[src/rtl/booth_mult_32.sv]
// Sequential 32-bit signed radix-2 Booth multiplier.
// One Booth iteration per cycle through a 32-bit carry-lookahead adder built
// from four chained 8-bit CLA blocks plus a separate sign bit; 33-cycle latency.

// 8-bit carry-lookahead adder block.
module cla8 (
  input  logic [7:0] a,
  input  logic [7:0] b,
  input  logic       cin,
  output logic [7:0] sum,
  output logic       cout
);

  logic [7:0] g;
  logic [7:0] p;
  logic [8:0] c;
  logic       t;
  logic       pp;

  // Each carry is a flat generate/propagate sum of products, not a ripple.
  always_comb begin
    g  = a & b;
    p  = a ^ b;
    c  = '0;
    t  = 1'b0;
    pp = 1'b0;
    c[0] = cin;
    for (int i = 0; i < 8; i++) begin
      t  = g[i];
      pp = p[i];
      for (int j = i - 1; j >= 0; j--) begin
        t  = t | (pp & g[j]);
        pp = pp & p[j];
      end
      t = t | (pp & cin);
      c[i+1] = t;
    end
    sum  = p ^ c[7:0];
    cout = c[8];
  end

endmodule

// 32-bit adder: four 8-bit CLA blocks with carries chained block to block.
module add32 (
  input  logic [31:0] a,
  input  logic [31:0] b,
  input  logic        cin,
  output logic [31:0] sum,
  output logic        cout
);

  localparam int unsigned NBLK = 4;

  logic [NBLK:0] carry;

  assign carry[0] = cin;

  for (genvar k = 0; k < NBLK; k++) begin : g_blk
    cla8 u_cla8 (
      .a   (a[8*k +: 8]),
      .b   (b[8*k +: 8]),
      .cin (carry[k]),
      .sum (sum[8*k +: 8]),
      .cout(carry[k+1])
    );
  end

  assign cout = carry[NBLK];

endmodule

// Top: Booth control FSM, product register and result capture.
module booth_mult_32 #(
  parameter int unsigned ITER = 32
) (
  input  logic        clock,
  input  logic        reset,
  input  logic        ctrl_MULT,
  input  logic [31:0] data_operandA,
  input  logic [31:0] data_operandB,
  output logic [31:0] data_result,
  output logic        data_exception,
  output logic        data_resultRDY
);

  localparam int unsigned W  = 32;
  localparam int unsigned AW = W + 1;
  localparam int unsigned PW = 2 * W + 2;
  localparam int unsigned CW = $clog2(ITER);

  typedef enum logic [1:0] {
    S_IDLE = 2'd0,
    S_BUSY = 2'd1,
    S_DONE = 2'd2
  } state_t;

  state_t          state;
  state_t          state_nxt;
  logic            load;
  logic            iter;
  logic            last;

  logic [W-1:0]    mcand;
  logic [PW-1:0]   prod;
  logic [CW-1:0]   cnt;

  logic [1:0]      booth;
  logic            sub;
  logic [AW-1:0]   acc;
  logic [AW-1:0]   mx;
  logic [W-1:0]    sum_lo;
  logic            cout31;
  logic [AW-1:0]   sum33;
  logic [AW-1:0]   acc_nxt;
  logic [PW-1:0]   prod_shift;
  logic            ovf;

  // State register.
  always_ff @(posedge clock) begin
    if (reset) state <= S_IDLE;
    else       state <= state_nxt;
  end

  // Next-state logic; start is only honoured outside BUSY.
  always_comb begin
    state_nxt = state;
    case (state)
      S_IDLE:  if (ctrl_MULT) state_nxt = S_BUSY;
      S_BUSY:  if (cnt == CW'(ITER - 1)) state_nxt = S_DONE;
      S_DONE:  state_nxt = ctrl_MULT ? S_BUSY : S_IDLE;
      default: state_nxt = S_IDLE;
    endcase
  end

  // Control decode from the state register.
  always_comb begin
    load           = 1'b0;
    iter           = 1'b0;
    last           = 1'b0;
    data_resultRDY = 1'b0;
    case (state)
      S_IDLE: load = ctrl_MULT;
      S_BUSY: begin
        iter = 1'b1;
        last = (cnt == CW'(ITER - 1));
      end
      S_DONE: begin
        load           = ctrl_MULT;
        data_resultRDY = 1'b1;
      end
      default: ;
    endcase
  end

  // One Booth step: conditional add/subtract of sext(M), then arithmetic shift.
  always_comb begin
    booth      = prod[1:0];
    sub        = (booth == 2'b10);
    acc        = prod[PW-1:W+1];
    mx         = {mcand[W-1], mcand} ^ {AW{sub}};
    sum33      = {acc[W] ^ mx[W] ^ cout31, sum_lo};
    acc_nxt    = (booth[1] ^ booth[0]) ? sum33 : acc;
    prod_shift = {acc_nxt[W], acc_nxt, prod[W:1]};
    ovf        = (prod_shift[PW-1:W+1] != {AW{prod_shift[W]}});
  end

  add32 u_add32 (
    .a   (acc[W-1:0]),
    .b   (mx[W-1:0]),
    .cin (sub),
    .sum (sum_lo),
    .cout(cout31)
  );

  // Datapath registers and result capture on the final iteration.
  always_ff @(posedge clock) begin
    if (reset) begin
      mcand          <= '0;
      prod           <= '0;
      cnt            <= '0;
      data_result    <= '0;
      data_exception <= 1'b0;
    end else if (load) begin
      mcand <= data_operandA;
      prod  <= {{AW{1'b0}}, data_operandB, 1'b0};
      cnt   <= '0;
    end else if (iter) begin
      prod <= prod_shift;
      cnt  <= cnt + CW'(1);
      if (last) begin
        data_result    <= prod_shift[W:1];
        data_exception <= ovf;
      end
    end
  end

endmodule
[config.mk]
export PLATFORM = sky130hd
export DESIGN_NAME = booth_mult_32
export DESIGN_NICKNAME = d
export VERILOG_FILES = /design/src/rtl/booth_mult_32.sv
export SDC_FILE = /design/constraint.sdc
export NUM_CORES = 1
export LEC_CHECK = 0
export ABC_AREA = 1
export CAP_MARGIN = 40
export CORE_ASPECT_RATIO = 0.5
export CORE_MARGIN = 2
export CORE_UTILIZATION = 50
export DETAILED_ROUTE_END_ITERATION = 8
export PLACE_DENSITY = 0.76
export SLEW_MARGIN = 15
export SYNTH_ARGS = -nofsm -noshare
export SYNTH_HDL_FRONTEND = slang
export SYNTH_HIERARCHICAL = 1
export SYNTH_SLANG_ARGS = --single-unit
[constraint.sdc]
create_clock -name clock -period 4 [get_ports clock]
set_input_delay 0.8 -clock clock [delete_from_list [all_inputs] [get_ports clock]]
set_output_delay 0.8 -clock clock [all_outputs]
set_load 0.03 [all_outputs]
# After elaboration in Yosys (flattened, before gate mapping)
# Cells that the tools add are included.
totals:
  mem_bits_rw: 0
  latchBits: 0
  mem_bits_ro: 0
  input_bits: 67
  wordCells: 449
  out_inout_bits: 34
  reg_bits: 137
  mem_count: 0
classes:
  n_bitwise: 417
  mux: 11
  n_eq_ne: 7
  n_mul: 0
  div: 0
  reduce_logical: 6
  n_lt_le_gt_ge: 0
  shift: 0
  n_addsub: 1
ops:
  columns: ["operator", "n"]
  rows:
  - ["$and 1x1->1", 256]
  - ["$or 1x1->1", 144]
  - ["$mux 33", 3]
  - ["$xor 8x8->8", 8]
  - ["$ne 33x33->1", 1]
  - ["$xor 33x33->33", 1]
  - ["$and 8x8->8", 4]
  - ["$pmux 2 s3", 1]
  - ["$add 5x1->5 const B", 1]
  - ["$eq 5x5->1 const B", 1]
  - ["$mux 1", 5]
  - ["$eq 2x2->1 const B", 2]
  - ["$mux 2", 2]
  - ["$ne 2x2->1 const B", 2]
  - ["$reduce_or 2->1", 2]
  - ["$reduce_and 3->1", 1]
  - ["$xor 1x1->1", 3]
  - ["$eq 2x1->1 const B", 1]
  - ["$logic_not 2->1", 1]
  - ["$reduce_and 2->1", 1]
  - ["$reduce_bool 2->1", 1]
  - ["$not 1->1", 1]

# Depth between registers and ports, before layout
# Gate-level depths: netlist of the first run.
depth:
  ltp_word: 22
  ltp_mapped: 46
  mapped_depth_nobuf: 44

# Modules after synthesis
# The synthesis of the first run kept the hierarchy.
modules_own_cells:
  columns: ["module", "instances", "seq_area_each_um2", "cells_each", "area_per_inst_um2"]
  rows:
  - ["booth_mult_32", 1, 2742.6, 882, 6319.8]
  - ["cla8", 4, 0.0, 70, 410.4]

# Worst setup path after synthesis of the first run
# No wires, ideal clock.
synth_path:
  path_kind: "reg2reg"
  start: "register prod[0]"
  end: "register data_exception"
  path_buffers: 2
  slack_ps: -187
  setup_time_ps: 120
  path_stages_with_launch: 42
  required_time_ps: 3880
  arrival_ps: 4067
  period_less_slack_ps: 4187
  path_cell_list: "dfxtp_1 > inv_1 > ha_1 > buf_2 > buf_2 > xor2_1 > ha_1 > nand2_2 > nor2_2 > nand3_2 > nand2_1 > nand2_1 > nand2_1 > nand2_1 > nand2_1 > nand2_1 > nand2_1 > nand3_2 > (+6 left out) > nand2_1 > nand3_2 > nand2_1 > nand2_1 > nand2_1 > nand2_1 > nand2_1 > fa_1 > inv_1 > nand2_1 > nand2_1 > nand2_1 > nor2_1 > nand3_1 > nand2_1 > nand2_1 > nor2_1 > a21oi_1"
synth_between:
  word_cells_on_any_way: 419
  classes_between: "2 x eq/ne; 1 x mux; 416 x bitwise"
synth_lines:
  columns: ["element", "line_no", "text"]
  rows:
  - ["start: declaration", "105", "logic [PW-1:0] prod;"]
  - ["start signal: assignment", "186", "prod <= {{AW{1'b0}}, data_operandB, 1'b0};"]
  - ["start signal: assignment", "189", "prod <= prod_shift;"]
  - ["$eq 2x2->1 *", "159", "sub = (booth == 2'b10);"]
  - ["via sub", "109", "logic sub;"]
  - ["$xor 33x33->33 *", "161", "mx = {mcand[W-1], mcand} ^ {AW{sub}};"]
  - ["via mx[3]", "111", "logic [AW-1:0] mx;"]
  - ["$and 8x8->8 / $xor 8x8->8 (equally long branches)", "22, 23", null]
  - ["$and 1x1->1 (on tied branches)", "32, 33", null]
  - ["$or 1x1->1, or another cell as far along (3 in series)", "32", "t = t | (pp & g[j]);"]
  - ["$or 1x1->1 / $and 1x1->1 (equally long branches)", "32, 35", null]
  - ["(+1 left out)", null, null]
  - ["via u_add32.carry[1]", "55", "logic [NBLK:0] carry;"]
  - ["(+2 left out)", null, null]
  - ["via u_add32.carry[2]", "55", null]
  - ["$and 1x1->1 *", "35", "t = t | (pp & cin);"]
  - ["$or 1x1->1 *", "35", null]
  - ["via u_add32.carry[3]", "55", null]
  - ["$xor 8x8->8 *", "38", "sum = p ^ c[7:0];"]
  - ["via sum_lo[24]", "112", "logic [W-1:0] sum_lo;"]
  - ["$mux 33 *", "163", "acc_nxt = (booth[1] ^ booth[0]) ? sum33 : acc;"]
  - ["$ne 33x33->1 *", "165", "ovf = (prod_shift[PW-1:W+1] != {AW{prod_shift[W]}});"]
  - ["end signal: assignment", "193", "data_exception <= ovf;"]
  - ["end: declaration", "83", "output logic data_exception,"]
# The timed path passes the listed nets; every way through them passes the cells marked *.
# A chain may end at the register's enable or synchronous reset.

# Worst setup path after layout of the first run
layout_path:
  start: "register prod[0]"
  end: "register data_exception"
layout_between:
  elab_chain_len: 21
  word_cells_on_any_way: 419
  classes_between: "2 x eq/ne; 1 x mux; 416 x bitwise"
layout_lines:
  columns: ["element", "line_no"]
  rows:
  - ["$eq 2x2->1 *", "159"]
  - ["via sub", "109"]
  - ["$xor 33x33->33 *", "161"]
  - ["via mx[6]", "111"]
  - ["$and 8x8->8 / $xor 8x8->8 (equally long branches)", "22, 23"]
  - ["$and 1x1->1 (on tied branches)", "32, 33"]
  - ["$or 1x1->1, or another cell as far along (6 in series)", "32"]
  - ["$or 1x1->1 / $and 1x1->1 (equally long branches)", "32, 35"]
  - ["(+1 left out)", null]
  - ["via u_add32.carry[1]", "55"]
  - ["(+2 left out)", null]
  - ["via u_add32.carry[2]", "55"]
  - ["(+1 left out)", null]
  - ["$or 1x1->1 *", "35"]
  - ["via u_add32.carry[3]", "55"]
  - ["$and 1x1->1 *", "35"]
  - ["$or 1x1->1 *", "35"]
  - ["$xor 8x8->8 *", "38"]
  - ["via sum_lo[25]", "112"]
  - ["$mux 33 *", "163"]
  - ["$ne 33x33->1 *", "165"]
# Marks and branches as above.

==> qor.csv, run 1 <==
stage;metric;value;unit
timing;post-route setup TNS;-0.204;ns
drt;1st-iter DRT viols;612;
placed_design;Placed Cells;1435;
timing;Hold Fails Final Rpt;0;
flow_run;max_cap viols;0;
drt;routed len/inst;13.7;um
timing;PnR worst setup slack;-0.204;ns
timing;RSZ-0062 raised after global routing;yes;
power_and_ir_drop;switching power;1.29;mW
drt;drt drc;0;
floorplanning;CORE AREA;15500;um2
logic_synthesis;share of the synthesized area in the top cell type;0.344;
logic_synthesis;Main synth FF type;dfxtp_1;
global_route;met2 Use GR;0.422;
critical_path;FF-to-FF path depth;35;
logic_synthesis;Synth area leader;dfxtp_1;
timing;Worst Skew;0.0123;ns
critical_path;CP Data Required Time;4.30;ns
logic_synthesis;Cells after Synth;1162;
power_and_ir_drop;Max IR drop VDD;0.000246;V
drt;Final ANT Viol Nets;0;
drt;via count;7712;
clock_network;CTS max path bufs;2;
logic_synthesis;post-synthesis area per instance;6.85;um2
placed_design;DP Worst Slack;-0.133;ns
outcome;outcome;finished, violations left;
min_path;Hold Crit Depth;2;
critical_path;RR Endpoint;data_exception;
logic_synthesis;sequential share of the synthesized area;0.344;
power_and_ir_drop;power share of the combinational group;0.232;
outcome;failing checks;negative setup slack;
logic_synthesis;post-synthesis register bit count;137;
critical_path;WP data arrival;4.50;ns
drt;Post-Route WL;20.3;mm
clock_network;TritonCTS clock tree;done;
layout;nets;1373;
clock_network;root buffer cell;clkbuf_16;
logic_synthesis;number of synthesized flops with an enable pin;0;
timing;Worst-Margin Slew;0.639;ns
power_and_ir_drop;Internal;2.69;mW
floorplanning;Die ar.;17000;um2
global_route;met3 usage;0.0533;
logic_synthesis;Yosys cell types;34;
timing;Fmax achieved;238;MHz
logic_synthesis;syn_nets;1272;
min_path;min-delay src;cnt[4];
global_route;largest net degree at the start of global routing;52;
floorplanning;num rows;32;
floorplanning;Die X;182;um
power_and_ir_drop;leak pwr;4.65;nW
clock_network;CTS sink count;137;
timing;fin crit share;1.05;
logic_synthesis;Async SR Flop Fraction;0;
global_route;grt total ovfl;0;
placed_design;Port Buf Inserts;100;
global_route;GRT met1 Usage;0.303;
critical_path;Critical Path End Type;flop;
drt;first drt pass iteration count;5;
floorplanning;I/O pin cnt;101;
layout;P&R area growth vs syn;24.9;%
layout;commonest non-fill, non-tap cell in the layout;nand2_1;
clock_network;total CTS buffers;17;
floorplanning;Die Y;93.2;um
timing;Worst slew margin;0.571;
critical_path;r2r setup slk;-0.20;ns
clock_network;H-Tree Depth;4;
critical_path;crit-path max cell delay;0.43;ns
power_and_ir_drop;Sw Share;0.325;
critical_path;Slowest cell on crit path;fa_1;
global_route;GR peak layer;met2;
logic_synthesis;Cell Area, Synth;7960;um2
power_and_ir_drop;pwr/cell area;400;nW/um2
clock_network;Reg clk slew, reported paths;0.06;ns
critical_path;cell with the most instances on the worst path;nand2_2;
placed_design;HPWL Detailed;13.5;mm
layout;share of post-route cells with drive strength above 1;0.121;
timing;minimum clock period;4.20;ns
clock_network;clk_lat worst skew;0.43;ns
timing;final count of pins violating max slew;0;
critical_path;CP startpoint kind;flop;
global_route;vias in the first global route;7368;
power_and_ir_drop;clock share of power;0.393;
critical_path;CP Class;flop to flop;
critical_path;Reg-to-Reg Start;prod[0];
placed_design;routability cong.;0.851;
logic_synthesis;Syn. warnings;6;
min_path;HP Class;flop to flop;
min_path;Hold Path Sink;cnt[4];
layout;Inserted Diodes;0;
layout;Final Non-Filler Cells;1480;
floorplanning;Starting Density;0.514;
global_route;Global Route Usage Sum;0.244;
timing;Setup violations, final;1;
power_and_ir_drop;Tot Pwr;3.98;mW
power_and_ir_drop;Seq pwr share;0.375;
global_route;first-pass GRT wire length;33.8;mm
layout;commonest cells after routing, fill and taps aside;nand2_1 (288), nor2_1 (146), dfxtp_1 (135);
critical_path;Worst Path Max Fanout;6;
global_route;initial antenna violation count;0;
drt;vias per cell;5.21;
logic_synthesis;synth top area cells;dfxtp_1 (34%), nand2_1 (15%), nor2_1 (7.0%);
-- repair_timing --
| action | in CTS | in global routing |
|---|---|---|
| buffers inserted | 5 | 8 |
| gates resized for setup | 14 | 26 |
| pin swaps | 3 | 26 |
| hold buffers | 0 | 0 |
| setup endpoints to repair | 2 | 8 |
-- metal layers --
layer,share of wire,vias to the layer above
li1,-,3923
met1,0.46,3566
met2,0.47,186
met3,0.051,37
met4,0.019,0
met5,0,-
-- cells in the mapped netlist (2+ instances only) --
cell type  number
a21oi_1        41
a221oi_1       13
a221oi_2       10
a31oi_1        21
buf_1           5
buf_2          27
buf_4           4
buf_6           7
clkbuf_1       15
dfxtp_1       137
fa_1            4
ha_1           39
inv_1         120
inv_2           9
nand2_1       311
nand2_2        13
nand3_1        68
nand3_2         4
nand4_1         6
nor2_1        148
nor2_2          4
nor2_4          4
nor3_1          2
o21ai_0        71
o21ai_1        25
xnor2_1         4
xor2_1         43
-- critical path: cells and delay by family, from the launching register on --
kind                       cells  cell delay [ns]
and+or+nand+nor               25             1.87
adders and majority gates      3             0.96
xor gates and xnor gates       2             0.35
buffers and inverters          3             0.32
DFF                            1             0.32
AOI/OAI and AO/OA              2             0.24
-- power groups by stage --
stage | Clock, mW | Sequential, mW | Combinational, mW
after CTS | 1.58 | 1.49 | 0.885
after global routing | 1.65 | 1.50 | 1.04
after floorplan | 0 | 1.51 | 0.652
after detailed placement | 0 | 1.52 | 0.859
after global placement | 0 | 1.52 | 0.831
final | 1.56 | 1.49 | 0.922
-- state kept, by name, indices dropped and copies added (netlist names) --
register,count
data_exception,1
data_result,32
state,2
cnt,5
mcand,32
prod,65
-- per-stage QoR --
| stage | instance area (um2) | hold WS, ns | utilization |
|---|---|---|---|
| after CTS | 9790 | 0.474 | 0.632 |
| final | 9950 | 0.473 | 0.642 |
| after floorplan | 7980 | 0.438 | - |
| after global routing | 9950 | 0.505 | 0.642 |
| after global placement | 9100 | 0.455 | 0.588 |
| after detailed placement | 9120 | 0.459 | 0.589 |
-- kinds of logic after synthesis --
family | Yosys count | synth area share
AND/OR/NAND/NOR | 563 | 0.292
adder cells (fa/ha/maj) | 43 | 0.0714
flip-flops | 137 | 0.344
XOR/XNOR | 47 | 0.0517
AO/OA/AOI/OAI | 184 | 0.139
buffers and inverters | 188 | 0.102
-- layout make-up --
cell class / instances / area [um2]
timing repair buffer: 140 / 1320
sequential: 137 / 2750
clock inverter: 14 / 154
fill: 1331 / 5550
inverter: 130 / 490
multi-input combinational: 837 / 4560
tap: 204 / 255
clock buffer: 18 / 429
-- how the worst max path moves through the flow --
stage / cells after the start / end / slack [ns] / startpoint
after floorplan: 41 / data_exception / 0.008 / prod[0]
after global placement: 38 / data_exception / 0.04 / prod[0]
after detailed placement: 43 / prod[64] / -0.13 / prod[0]
after CTS: 39 / data_exception / -0.08 / prod[0]
after global routing: 36 / data_exception / -0.47 / prod[0]
final: 35 / data_exception / -0.20 / prod[0]
No activity file was read; power rests on OpenSTA's default activity.
==> inputs of run 2 (changes only) <==
CTS_CLUSTER_SIZE = 10   (was not set)
==> results of run 2 <==
No change in the layout: final DEF, timing and power equal those of run 1.
